--- config.mk ---
export PLATFORM = sky130hd
export DESIGN_NAME = bram_stream_reader
export DESIGN_NICKNAME = d
export VERILOG_FILES = /design/src/rtl/bram_stream_reader.sv
export SDC_FILE = /design/constraint.sdc
export NUM_CORES = 1
export LEC_CHECK = 0
export CAP_MARGIN = 30
export CORE_MARGIN = 4
export CORE_UTILIZATION = 55
export CTS_CLUSTER_SIZE = 12
export DETAILED_ROUTE_END_ITERATION = 8
export PLACE_DENSITY_LB_ADDON = 0.15
export SKIP_CTS_REPAIR_TIMING = 1
export SLEW_MARGIN = 5
export SYNTH_ARGS = -nofsm -noshare
export SYNTH_HDL_FRONTEND = slang
export SYNTH_SLANG_ARGS = --single-unit
--- constraint.sdc ---
create_clock -name clk -period 5 [get_ports clk]
set_input_delay 1 -clock clk [delete_from_list [all_inputs] [get_ports clk]]
set_output_delay 1 -clock clk [all_outputs]
set_load 0.005 [all_outputs]
--- src/rtl/bram_stream_reader.sv ---
// Burst reader for the shared single-port block RAM: issues `length` sequential reads,
// absorbs the fixed read latency, and streams the words out through a 4-entry credit FIFO.
module bram_stream_reader #(
  parameter int    DATA_WIDTH      = 32,
  parameter int    DEPTH           = 65536,
  parameter string OUTPUT_REGISTER = "false",
  localparam int   AW              = $clog2(DEPTH)
) (
  input  logic                  clk,
  input  logic                  rstn,
  input  logic                  start,
  input  logic [AW-1:0]         base_addr,
  input  logic [AW:0]           length,
  output logic                  busy,
  output logic                  done,
  output logic [AW-1:0]         bram_rd_addr,
  output logic                  bram_rd_en,
  input  logic [DATA_WIDTH-1:0] bram_rd_data,
  output logic [DATA_WIDTH-1:0] o_data,
  output logic                  o_valid,
  input  logic                  o_ready,
  output logic                  o_last
);

  localparam int          LAT   = (OUTPUT_REGISTER == "true") ? 2 : 1;
  localparam logic [AW:0] ONE   = {{AW{1'b0}}, 1'b1};
  localparam logic [AW-1:0] LAST_ADDR = AW'(DEPTH - 1);

  typedef enum logic [1:0] {S_IDLE, S_READ, S_DRAIN, S_DONE} state_t;

  state_t                r_state, w_state_nxt;
  logic [AW-1:0]         r_addr;
  logic [AW:0]           r_rd_rem;
  logic [AW:0]           r_out_rem;
  logic [LAT-1:0]        r_vld_pipe;
  logic [DATA_WIDTH-1:0] r_fifo [4];
  logic [1:0]            r_wptr, r_rptr;
  logic [2:0]            r_count;

  logic       w_accept, w_rd_en, w_push, w_pop;
  logic [2:0] w_inflight;
  logic [3:0] w_used;

  always_comb begin
    w_inflight = '0;
    for (int i = 0; i < LAT; i++) w_inflight = w_inflight + 3'(r_vld_pipe[i]);
  end

  assign w_accept = (r_state == S_IDLE) && start;
  assign w_push   = r_vld_pipe[LAT-1];
  assign w_pop    = o_valid && o_ready;
  assign w_used   = {1'b0, r_count} + {1'b0, w_inflight};
  // The slot being popped this cycle can be handed to a new read right away.
  assign w_rd_en  = (r_state == S_READ) && (r_rd_rem != '0) &&
                    (w_used < (4'd4 + {3'b000, w_pop}));

  always_comb begin
    w_state_nxt = r_state;
    case (r_state)
      S_IDLE:  if (start) w_state_nxt = (length == '0) ? S_DONE : S_READ;
      S_READ:  if (w_rd_en && (r_rd_rem == ONE)) w_state_nxt = S_DRAIN;
      // Popping the final word implies nothing in flight and the FIFO emptying.
      S_DRAIN: if (w_pop && o_last) w_state_nxt = S_DONE;
      S_DONE:  w_state_nxt = S_IDLE;
      default: w_state_nxt = S_IDLE;
    endcase
  end

  always_ff @(posedge clk or negedge rstn) begin
    if (!rstn) begin
      r_state    <= S_IDLE;
      r_addr     <= '0;
      r_rd_rem   <= '0;
      r_out_rem  <= '0;
      r_vld_pipe <= '0;
      r_wptr     <= '0;
      r_rptr     <= '0;
      r_count    <= '0;
      for (int i = 0; i < 4; i++) r_fifo[i] <= '0;
    end else begin
      r_state <= w_state_nxt;

      if (w_accept) begin
        r_addr    <= base_addr;
        r_rd_rem  <= length;
        r_out_rem <= length;
      end else begin
        if (w_rd_en) begin
          r_addr   <= (r_addr == LAST_ADDR) ? '0 : r_addr + 1'b1;
          r_rd_rem <= r_rd_rem - ONE;
        end
        if (w_pop) r_out_rem <= r_out_rem - ONE;
      end

      r_vld_pipe[0] <= w_rd_en;
      for (int i = 1; i < LAT; i++) r_vld_pipe[i] <= r_vld_pipe[i-1];

      if (w_push) begin
        r_fifo[r_wptr] <= bram_rd_data;
        r_wptr         <= r_wptr + 2'd1;
      end
      if (w_pop) r_rptr <= r_rptr + 2'd1;
      case ({w_push, w_pop})
        2'b10:   r_count <= r_count + 3'd1;
        2'b01:   r_count <= r_count - 3'd1;
        default: r_count <= r_count;
      endcase
    end
  end

  assign busy         = (r_state == S_READ) || (r_state == S_DRAIN);
  assign done         = (r_state == S_DONE);
  assign bram_rd_addr = r_addr;
  assign bram_rd_en   = w_rd_en;
  assign o_data       = r_fifo[r_rptr];
  assign o_valid      = (r_count != '0);
  assign o_last       = o_valid && (r_out_rem == ONE);

  a_no_overflow: assert property (@(posedge clk) disable iff (!rstn)
    !(w_push && !w_pop && (r_count == 3'd4)));

endmodule

==> metrics.md <==
| Metric | Value |
|---|---|
| GP Congestion | around 0.84 |
| Initial antenna violation count | 0 |
| Hold WC Path Type | register to register |
| Met1 Use GR | 0.3038 |
| WL final | 20610 um |
| Critical Path End Type | output port |
| Row count | 46 |
| DR iter-0 viols | 337 |
| CP delay by family, top | buffers and inverters |
| WL per Instance | roughly 19 um |
| # IOs | around 120 |
| Ranking of synthesized cells by area | dfrtp_1 (52%), mux2_2 (16%), mux4_2 (7.9%), ha_1 (2.5%), nor2_1 (2.0%) |
| Total Neg Setup Slack | 0 ns |
| Total Power | 7.508 mW |
| Vias in the first global route | 6659 |
| Synthesized area | ~9100 um^2 |
| Residual DRC | 0 |
| Worst Skew | 0.01107 ns |
| Net Count, Synth | between 800 and 900 |
| GR peak layer | met2 |
| Register area share after synthesis | 0.5188 |
| Design area | 11160 um^2 |
| Status | completed |
| Multi-input logic area | 4153 um^2 |
| Vias | 6359 |
| Worst Tran Pin Value | approximately 0.9 ns |
| Final hold viol count | 0 |
| Post-synth EDFFs | 0 |
| Yosys cell types | between 40 and 50 |
| Max-Cap Viols | 0 |
| Fmax achieved | 250.9 MHz |
| Final non-filler cell total | roughly 1100 |
| WP buf/inv | 4 |
| Top cell type's share of synthesized area | 0.5188 |
| H-tree levels | 4 |
| First-pass GRT wire length | 33670 um |
| Reg2reg end | bram_rd_addr[11] |
| Slowest cell on crit path | clkdlybuf4s50_1 |
| Die Ht | 136.4 um |
| Hold Path Depth | 1 |
| Largest net degree at the start of global routing | 90 |
| Fin nets | around 920 |
| Clk Latency, worst-skew pair | 0.44 ns |
| Post-DP Area | 10490 um^2 |
| Clock transition at path regs | 0.07 ns |
| Fin. max-slew vios | 0 |
| CP Max Fanout | 11 |
| Min-delay src | r_rptr[1] |
| GRT Total Usage | 0.2311 |
| CTS tree | yes |
| Leak Pwr | 4.409 nW |
| Cell mode on critical path | clkdlybuf4s50_1 |
| CP Class | input port to output port |
| Met3 GRT Util | 0.04293 |
| Reg2reg path depth | 8 |
| PwrDens | 673.0 nW/um^2 |
| Total grt overflow | 0 |
| DRT antenna net count | 0 |
| Core Region | 16000 um^2 |
| Root Buffer | clkbuf_16 |
| Port Buffers | 121 |
| Hold Path End | r_rptr[1] |
| Req. time, crit path | roughly 4 ns |
| Async set-reset flop share out of synthesis | 1.000 |
| Area grow syn2layout | 23.01% |
| Share of cells above drive strength 1 | 0.2550 |
| R2r setup slk | 2.20 ns |
| Syn Area/Cell | 12.70 um^2 |
| TritonCTS buffer count | 17 |
| Crit-path cells | clkdlybuf4s50_1 > nand2_4 > clkinv_4 > a21oi_2 > or3_1 > inv_2 > clkdlybuf4s50_1 |
| Diodes inserted | 0 |
| Setup violators final | 0 |
| Die W | roughly 140 um |
| Ys flop type | dfrtp_1 |
| Clk sinks | roughly 190 |
| Cell Count Post-Placement | 1026 |
| Met2 Resource Use GR | 0.3855 |
| Clock tree buffer depth | 2 |
| CP max stage delay | 0.55 ns |
| 1st-pass router iterations | 5 |
| Initial core utilization | 0.5668 |
| Register area | ~4700 um^2 |
| Ys Warns | 0 |
| Crit path launch type | input port |
| Fin crit share | 0.7971 |
| Slew HR | 0.3858 |
| Filler cell count | 1145 |
| Hpwl dp | 13970 um |
| Yosys reg bits | around 190 |
| Area leader, netlist | dfrtp_1 |
| RSZ-0062 raised after global routing | no |
| Crit path DAT | 2.99 ns |
| Via/cell ratio | between 6 and 7 |
| Fin crit period | 3.986 ns |
| IR Drop Worst-Case VDD | between 0.3 and 0.4 mV |
| Post-Synthesis Cells | 714 |
| R2r startpoint | r_vld_pipe |
| DIE AREA | 18610 um^2 |
[cell type report]
cell class / instances / share of cell area
Sequential cell: 188 / 0.4218
Multi-Input combinational cell: 473 / 0.3723
Timing Repair Buffer: 133 / 0.1164
Clock buffer: 17 / 0.03813
Tap cell: 216 / 0.02423
Clock inverter: 15 / 0.02097
Inverter: 17 / 0.006169
[worst register-to-register path: stages, from the launching register on]
cell and delay [ns]:
dfrtp_1 0.48, ha_1 0.26, ha_1 0.26, nor2_1 0.14
a21oi_2 0.10, or3_1 0.43, buf_4 0.30, or4_1 0.55
a31oi_1 0.20
[cell families after synthesis]
| group | Yosys count | synth area share |
|---|---|---|
| compound gates | 90 | 0.05974 |
| xor+xnor | 25 | 0.02414 |
| fa+ha+maj | 19 | 0.02704 |
| buf+inv | 53 | 0.02359 |
| flops | 188 | 0.5188 |
| mux | 162 | 0.2406 |
| simple gates | 177 | 0.1061 |
[stage by stage]
step | setup WS, ns | hold WS (ns) | util
3_3_place_gp | 1.074 | 0.4628 | 0.6558
6_report | 1.014 | 0.4813 | 0.6972
4_1_cts | 1.013 | 0.4852 | 0.6970
2_1_floorplan | 2.083 | 0.4738 | -
5_1_grt | 0.9378 | 0.5053 | 0.6972
3_5_place_dp | 1.044 | 0.4718 | 0.6558
[sequential cells by signal (all words and copies together), names as in the netlist]
signal / flops
bram_rd_addr: 16
r_count: 3
r_fifo: 128
r_out_rem: 17
r_rd_rem: 17
r_rptr: 2
r_state: 2
r_vld_pipe: 1
r_wptr: 2
[synthesized netlist by cell type (5+ instances only)]
| cell | instances |
|---|---|
| xnor2_1 | 15 |
| and3_1 | 5 |
| o31ai_1 | 6 |
| a21oi_1 | 21 |
| nand3_1 | 10 |
| ha_1 | 18 |
| nor3_1 | 7 |
| a31oi_1 | 28 |
| nand3b_1 | 5 |
| xor2_1 | 10 |
| mux4_2 | 32 |
| nor2_1 | 49 |
| nor4_1 | 12 |
| nand4_1 | 9 |
| or4_1 | 10 |
| nand2_1 | 28 |
| inv_1 | 15 |
| o21ai_0 | 22 |
| mux2_2 | 128 |
| dfrtp_1 | 188 |
| buf_1 | 15 |
| clkbuf_1 | 18 |
| or3_1 | 21 |
[worst max-delay path by stage]
stage	start	endpoint	cells after the start
global placement	o_ready	bram_rd_en	7
finish	o_ready	bram_rd_en	7
global route	o_ready	bram_rd_en	7
CTS	o_ready	bram_rd_en	7
detailed placement	o_ready	bram_rd_en	7
floorplan	o_ready	bram_rd_en	7
[routing by layer]
metal	vias up	part of all wire
met5	-	0
met4	0	0.024
met3	40	0.052
met2	225	0.50
met1	3213	0.42
li1	2881	-
[report_power, final]
group          total (mW)  internal [mW]  switching (mW)
logic                3.09           1.87            1.22
registers            2.92           2.30           0.619
clock network        1.50          0.898           0.603
total                7.51           5.07            2.44
[layout by cell type, fill, tap and decap left out, types with 5 or more instances in the layout]
cell type          n
nor4_1            12
or4_1             10
inv_1             15
mux4_2            32
o31ai_1            6
a21oi_1           21
nor2_1            49
xnor2_1           15
nor3_1             7
bufinv_16          5
mux2_2           128
nand3b_1           5
xor2_1            10
nand4_1            9
nand2_1           27
and3_1             5
clkbuf_16         17
o21ai_0           22
nand3_1           10
or3_1             21
ha_1              18
a31oi_1           28
buf_4             11
dfrtp_1          187
clkdlybuf4s50_1  120
Power figures use the tool's default switching activity.
